## config.mk

```make
export PLATFORM = sky130hd
export DESIGN_NAME = seg7_scan_mux
export DESIGN_NICKNAME = d
export VERILOG_FILES = /design/src/rtl/seg7_pkg.sv /design/src/rtl/seg7_scan_prescaler.sv /design/src/rtl/seg7_scan_mux.sv
export SDC_FILE = /design/constraint.sdc
export NUM_CORES = 1
export LEC_CHECK = 0
export ABC_AREA = 1
export ABC_CLOCK_PERIOD_IN_PS = 5000
export BUFFER_PORTS_ARGS = -buffer_cell sky130_fd_sc_hd__buf_2
export CAP_MARGIN = 40
export CORE_MARGIN = 5
export CORE_UTILIZATION = 60
export DETAILED_ROUTE_END_ITERATION = 8
export GPL_TIMING_DRIVEN = 0
export PLACE_DENSITY = 0.88
export SYNTH_ARGS = -nofsm -noshare
export SYNTH_HDL_FRONTEND = slang
export SYNTH_SLANG_ARGS = --single-unit
```

## constraint.sdc

```tcl
create_clock -name clk -period 5 [get_ports clk]
set_input_delay 0.25 -clock clk [delete_from_list [all_inputs] [get_ports clk]]
set_output_delay 0.25 -clock clk [all_outputs]
set_load 0.01 [all_outputs]
```

## src/rtl/seg7_pkg.sv

```systemverilog
// Shared constants, payload type and select decoder for the seven-segment scan multiplexer.
package seg7_pkg;

    localparam int unsigned NUM_DIG = 6;
    localparam int unsigned IDX_W   = 3;

    localparam logic [7:0]         SEG_OFF = 8'hFF;
    localparam logic [NUM_DIG-1:0] SEL_OFF = 6'h3F;

    typedef struct packed {
        logic       dp;
        logic [6:0] segs;
    } seg_code_t;

    // Active-low one-hot digit select for the given index.
    function automatic logic [NUM_DIG-1:0] sel_decode(input logic [IDX_W-1:0] idx);
        return ~(NUM_DIG'(1) << idx);
    endfunction

endpackage

```

## src/rtl/seg7_scan_prescaler.sv

```systemverilog
// Slot counter: counts 0..REFRESH_CNT-1, flags the wrap cycle, cleared while clr is high.
module seg7_scan_prescaler #(
    parameter int unsigned REFRESH_CNT = 50_000
) (
    input  logic                           clk,
    input  logic                           rst_n,
    input  logic                           clr,
    output logic [$clog2(REFRESH_CNT)-1:0] cnt,
    output logic                           slot_end
);

    localparam int unsigned CW = $clog2(REFRESH_CNT);

    assign slot_end = (cnt == CW'(REFRESH_CNT - 1));

    always_ff @(posedge clk or negedge rst_n) begin
        if (!rst_n) begin
            cnt <= '0;
        end else if (clr || slot_end) begin
            cnt <= '0;
        end else begin
            cnt <= cnt + CW'(1);
        end
    end

endmodule

```

## src/rtl/seg7_scan_mux.sv

```systemverilog
// Six-digit seven-segment scan multiplexer with frame-aligned shadow capture.
// Optional GHOST_BLANK_EN macro blanks the first BLANK_CNT cycles of every slot.
module seg7_scan_mux
    import seg7_pkg::*;
#(
    parameter int unsigned REFRESH_CNT = 50_000,
    parameter int unsigned BLANK_CNT   = 500
) (
    input  logic               clk,
    input  logic               rst_n,
    input  logic               en,
    input  logic [7:0]         in0,
    input  logic [7:0]         in1,
    input  logic [7:0]         in2,
    input  logic [7:0]         in3,
    input  logic [7:0]         in4,
    input  logic [7:0]         in5,
    output logic [7:0]         seg_out,
    output logic [NUM_DIG-1:0] sel,
    output logic               frame_tick
);

    localparam int unsigned CW = $clog2(REFRESH_CNT);

`ifdef GHOST_BLANK_EN
    localparam bit GHOST = 1'b1;
`else
    localparam bit GHOST = 1'b0;
`endif

    logic [CW-1:0]              cnt;
    logic                       slot_end;
    logic                       frame_end_c;
    logic                       blank_c;
    logic [IDX_W-1:0]           idx;
    logic [IDX_W-1:0]           idx_nxt_c;
    seg_code_t [NUM_DIG-1:0]    sh;
    seg_code_t [NUM_DIG-1:0]    in_bus;

    assign in_bus = {in5, in4, in3, in2, in1, in0};

    seg7_scan_prescaler #(
        .REFRESH_CNT (REFRESH_CNT)
    ) u_prescaler (
        .clk      (clk),
        .rst_n    (rst_n),
        .clr      (~en),
        .cnt      (cnt),
        .slot_end (slot_end)
    );

    // Digit index advance and dead-time window.
    always_comb begin
        frame_end_c = slot_end && (idx == IDX_W'(NUM_DIG - 1));
        idx_nxt_c   = idx;
        if (slot_end) begin
            idx_nxt_c = frame_end_c ? '0 : idx + IDX_W'(1);
        end
        blank_c = GHOST && (cnt < CW'(BLANK_CNT));
    end

    // Disabled: blank and track inputs so the first enabled edge shows fresh codes.
    always_ff @(posedge clk or negedge rst_n) begin
        if (!rst_n) begin
            idx        <= '0;
            sh         <= {NUM_DIG{SEG_OFF}};
            seg_out    <= SEG_OFF;
            sel        <= SEL_OFF;
            frame_tick <= 1'b0;
        end else if (!en) begin
            idx        <= '0;
            sh         <= in_bus;
            seg_out    <= SEG_OFF;
            sel        <= SEL_OFF;
            frame_tick <= 1'b0;
        end else begin
            idx        <= idx_nxt_c;
            frame_tick <= frame_end_c;
            if (frame_end_c) begin
                sh <= in_bus;
            end
            if (blank_c) begin
                seg_out <= SEG_OFF;
                sel     <= SEL_OFF;
            end else begin
                seg_out <= sh[idx];
                sel     <= sel_decode(idx);
            end
        end
    end

endmodule

```

[Word-level counts from Yosys, hierarchy flattened]
Index checks and enable logic that the tools add are counted.
Cells by class
  add/sub/neg operators: 2
  muxes and demuxes: 11
  bitwise gates (word level): 2
  shift operators: 1
  eq/ne operators: 4
  $lt $le $gt $ge: 1
  reductions and logical operators: 2
Operator list (count)
  two-way mux 48 bit: 2
  binary-select mux 8 bit (select 3 bit): 1
  adder 16 x 1 -> 16 bit (second input constant): 1
  equality test 16 bit (second input constant): 1
  two-way mux 16 bit: 1
  two-way mux 8 bit: 2
  two-way mux 3 bit: 3
  two-way mux 6 bit: 1
  inverter 6 bit: 1
  << shifter 1 x 3 -> 6 bit (first input constant): 1
  less-than comparator 3 x 4 -> 1 bit (second input constant): 1
  inequality test 2 x 1 -> 1 bit (second input constant): 2
  adder 3 x 1 -> 3 bit (second input constant): 1
  equality test 3 bit (second input constant): 1
  logical AND 1 bit: 1
  logical OR 1 bit: 1
  two-way mux 1 bit: 1
  inverter 1 bit: 1
Word-level totals
  logic and storage cells: 40
  bits in registers: 82
  output and inout port bits: 15

[Longest topological paths before layout]
  depth after elaboration: 5
  depth in mapped cells: 11
  depth with buffers taken out: 8

[By module]
From an unflattened synthesis, not the netlist that was laid out.
Unflattened totals
  cells, all modules: 494
  area, all modules: 4081.4 sq um
Modules (own cells, without submodules)
  seg7_scan_mux: cells an instance 371, area an instance 3120.5 sq um, instances 1
  seg7_scan_prescaler: cells an instance 123, area an instance 960.9 sq um, instances 1

[Worst setup path after synthesis]
OpenSTA, ideal clock, no wires.
  path kind: reg-to-reg
  start: reg idx[1]
  end: reg sh[0] in the netlist's numbering
  setup slack: 3.269 ns
  library setup time: 0.076 ns
  stages on the path, launching flop included: 11
  path buffers: 4
  clock period less this slack: 1.731 ns
  required time: 4.924 ns
  data arrival time: 1.655 ns
  path through: dfrtp_1 > buf_2 > clkbuf_1 > inv_1 > ha_1 > nand2_1 > nand2_1 > buf_2 > buf_2 > nand3_1 > nand2_1
On the way
  word-level cells in the longest chain between the ends: 3
Ends and longest elaborated chain
  start, declared: RTL line seg7_scan_mux.sv:35  | logic [IDX_W-1:0] idx;
  start signal, assigned: RTL line seg7_scan_mux.sv:77  | idx <= idx_nxt_c;
  equality test 3 bit: RTL line seg7_scan_mux.sv:54  | frame_end_c = slot_end && (idx == IDX_W'(NUM_DIG - 1));
  logical AND 1 bit: RTL line seg7_scan_mux.sv:54
  inequality test 2 x 1 -> 1 bit (no line)
  end signal, assigned: RTL line seg7_scan_mux.sv:66  | sh <= {NUM_DIG{SEG_OFF}};
  end signal, assigned: RTL line seg7_scan_mux.sv:72  | sh <= in_bus;
  end signal, assigned: RTL line seg7_scan_mux.sv:80  | sh <= in_bus;
  end, declared: RTL line seg7_scan_mux.sv:37  | seg_code_t [NUM_DIG-1:0] sh;
Every way passes these cells.
A chain may end at the register's enable or synchronous reset.

[Worst setup path in the final report]
  start: reg idx[1]
  end: reg sh[12] in the netlist's numbering
The elaborated chain is that of the path after synthesis.

==> results.yml <==
setup_path:
  critPathBufInv: 5
  critical_path.max_fanout: 10
  startpoint_type: "flop"
  critical-path-slowest-cell: "sky130_fd_sc_hd__dfrtp_1"
  path_delay_family: "buffers and inverters"
  cp_cell_sequence: "buf_2, clkbuf_1, inv_1, ha_1, nand2_1, nand2_1, buf_2, buf_2, nand3_1, nand2_1"
  setup.reg_to_reg.worst_slack_ns: 2.68
  criticalPathCategory: "flop to flop"
  timing.critical_path.to_type: "flop"
  cp.required_ns: 5.29
  timing.critical_path.slowest_cell_delay_ns: 0.38
  worstPathArrival_ns: 2.61
sta:
  report.final.slew_viol_count: 0
  grt_setup_unrepaired: "no"
  worst_slew_pin_slew_ns: 0.600
  final.setup_skew_ns: 0.00894
  timing_hold_violations_final: 0
  post-route-min-period_ns: 2.32
  finalCritPeriodShare: 0.464
  final-setup-viol-count: 0
  final.setup.tns_ns: 0
  clock.fmax_mhz: 431
  max-slew-margin-rel: 0.599
cells_and_area:
  post_route_cells_drive_above_1_share: 0.341
  layout_commonest_cell: "sky130_fd_sc_hd__nand2_1"
  multi_input_gate_area_sq_um: 1750
  syn2layout_area_growth_pct: 16.1
  antenna-diode-count: 0
  final_nets: 621
  sequential_cell_area_sq_um: 2130
  fillCellCount: 523
  highest_count_cells_in_the_layout_ignoring_fill_and_taps: "sky130_fd_sc_hd__nand2_1 (104), sky130_fd_sc_hd__nand3_1 (102), sky130_fd_sc_hd__buf_2 (79)"
  final_design_area_no_fill_sq_um: 4850
drt:
  route.detailed.drc: 0
  via_per_inst: 5.51
  drtPass1Iterations: 5
  routed-via-count: 3667
  ant_nets: 0
  wire_per_inst_microns: 15.1
  drt_iter0_drc: 198
  detail_route.wirelength_microns: 10000
cts:
  cts-root-buf: "sky130_fd_sc_hd__clkbuf_8"
  clock_tree.htree_level_count: 3
  cts.repair_timing.setup_buffer_count: 0
  clock_sink_count: 82
  clock_insertion_delay_worst_skew_ns: 0.36
  cts_repair_resize_count: 0
  cts_tree: "done"
  cts_buffers: 9
  cts_hold_buffers: 1
  worst_setup_hold_path_clk_slew_ns: 0.08
  max-clock-path-buffers: 2
grt:
  grtUsageTotal: 0.245
  grt_pass1_wl_microns: 16700
  via_count_of_the_first_global_routing_pass: 3623
  maximum_number_of_pins_on_one_net_before_global_route_repair: 45
  globalRoute.totalOverflow: 0
  initial_antenna_violation_count: 0
placed_design:
  place_area_sq_um: 4650
  routabilityCongestion: 0.880
  io_buffers: 64
  post-dp-hpwl_microns: 7330
floorplanning:
  ioPinCount: 66
  die_area_sq_um: 8740
  std_cell_rows: 30
  starting_utilization_of_the_core_area: 0.616
  placeable_area_sq_um: 6790
  die-height_microns: 93.5
  fp.dieW_microns: 93.5
run:
  max_cap_violation_count: 0
pwr:
  power_density_nw_per_um2: 281
  vdd_drop_max_mv: 0.160
  p_leak_nw: 2.28
synth:
  post_synth.cell_area_avg_sq_um: 8.59
  postSynthCellCount: 487
  netlist-cell-type-count: 29
  synth.net_count: 544
  synth.yosys.warnings: 0
  synth_cell_area_sq_um: 4180
  synth_seq_cells: 82
  synth-seq-area-share: 0.509
min_path:
  hold_path.class: "input pin to flop"
outcome:
  run_status: "finished clean"
==> synth_stat cells <==
cell type / n / area share
sky130_fd_sc_hd__nand2_1: 104 / 0.093
sky130_fd_sc_hd__nand3_1: 102 / 0.12
sky130_fd_sc_hd__dfstp_2: 62 / 0.39
sky130_fd_sc_hd__nor2_1: 59 / 0.053
sky130_fd_sc_hd__o21ai_0: 29 / 0.035
sky130_fd_sc_hd__dfrtp_1: 20 / 0.12
sky130_fd_sc_hd__inv_1: 20 / 0.018
sky130_fd_sc_hd__nand3_2: 18 / 0.043
sky130_fd_sc_hd__buf_2: 16 / 0.019
sky130_fd_sc_hd__o21a_1: 8 / 0.014
sky130_fd_sc_hd__buf_6: 6 / 0.016
sky130_fd_sc_hd__ha_1: 6 / 0.018
sky130_fd_sc_hd__nor3_1: 6 / 0.0072
sky130_fd_sc_hd__clkbuf_1: 4 / 0.0036
sky130_fd_sc_hd__nor2_2: 4 / 0.0060
sky130_fd_sc_hd__o21ai_1: 4 / 0.0048
sky130_fd_sc_hd__buf_1: 3 / 0.0027
sky130_fd_sc_hd__nand4_1: 3 / 0.0045
sky130_fd_sc_hd__buf_12: 2 / 0.0096
sky130_fd_sc_hd__o21bai_1: 2 / 0.0036
sky130_fd_sc_hd__a21oi_1: 1 / 0.0012
sky130_fd_sc_hd__and2_1: 1 / 0.0015
sky130_fd_sc_hd__buf_4: 1 / 0.0018
sky130_fd_sc_hd__clkinv_1: 1 / 0.00090
sky130_fd_sc_hd__inv_2: 1 / 0.00090
sky130_fd_sc_hd__nand2_2: 1 / 0.0015
sky130_fd_sc_hd__nand2_4: 1 / 0.0027
sky130_fd_sc_hd__nand2_8: 1 / 0.0048
sky130_fd_sc_hd__xor2_1: 1 / 0.0021
==> routing by layer <==
metal	track usage	up-vias	share of wire	routed length, microns
met2	0.407	124	0.51	5110
met5	0	-	0	0
li1	-	1749	-	-
met3	0.0410	26	0.052	521
met1	0.308	1768	0.41	4120
met4	0.125	0	0.029	295
==> flip-flops by register name, indices dropped and copies added (netlist names) <==
name / count
sh: 48
sel: 6
seg_out: 8
frame_tick: 1
idx: 3
u_prescaler.cnt: 16
==> kinds of logic (layout without fill, tap and decap cells) <==
family	Yosys count	in the layout	share of synthesized area
compound gates	44	44	0.0586
xor+xnor	1	1	0.00209
fa+ha+maj	6	6	0.0179
buf+inv	54	136	0.0727
flops	82	82	0.509
simple gates	300	300	0.340
==> worst reg2reg max path, delay by kind of cell (launching register included) <==
family	cells	cell delay, ns
buffers and inverters	5	1.18
and+or+nand+nor	4	0.46
adders and majority gates	1	0.23
DFF	1	0.38
==> through the flow <==
step | utilization | worst slack, ns | std cells | hold WS (ns) | power [mW]
after floorplan | - | 3.27 | 487 | -0.0456 | 0.831
after global placement | 0.680 | 2.82 | 647 | 0.449 | 0.888
after detailed placement | 0.684 | 2.78 | 648 | 0.241 | 0.898
after CTS | 0.715 | 2.72 | 665 | 0.0703 | 1.37
after global routing | 0.715 | 2.56 | 665 | 0.0805 | 1.42
final | 0.715 | 2.68 | 665 | 0.0789 | 1.36
==> final timing paths <==
kind                                         start                  end  cells past startpoint
worst max-delay path                        idx[1]               sh[12]                     10
worst min-delay path                        in4[7]               sh[39]                      3
worst max register to register              idx[1]               sh[12]                     10
worst min register to register  u_prescaler.cnt[0]   u_prescaler.cnt[0]                      1
max in group asynchronous                    rst_n               sh[21]                      3
min in group asynchronous                    rst_n  u_prescaler.cnt[14]                      2
==> area by class of cell <==
type / count / area share
plain buffers: 32 / 0.0456
inverters: 22 / 0.0170
flip-flops and latches: 82 / 0.439
repair buffers: 66 / 0.0727
clock inverters: 4 / 0.00464
multi-input cells: 351 / 0.360
well taps: 96 / 0.0247
clock buffers: 12 / 0.0363
==> report_power, final <==
group / switching, mW / internal, mW / total (mW)
Clock: 0.240 / 0.235 / 0.475
Sequential: 0.0216 / 0.729 / 0.750
Combinational: 0.0821 / 0.0559 / 0.138
No activity file was read; power rests on OpenSTA's default activity.
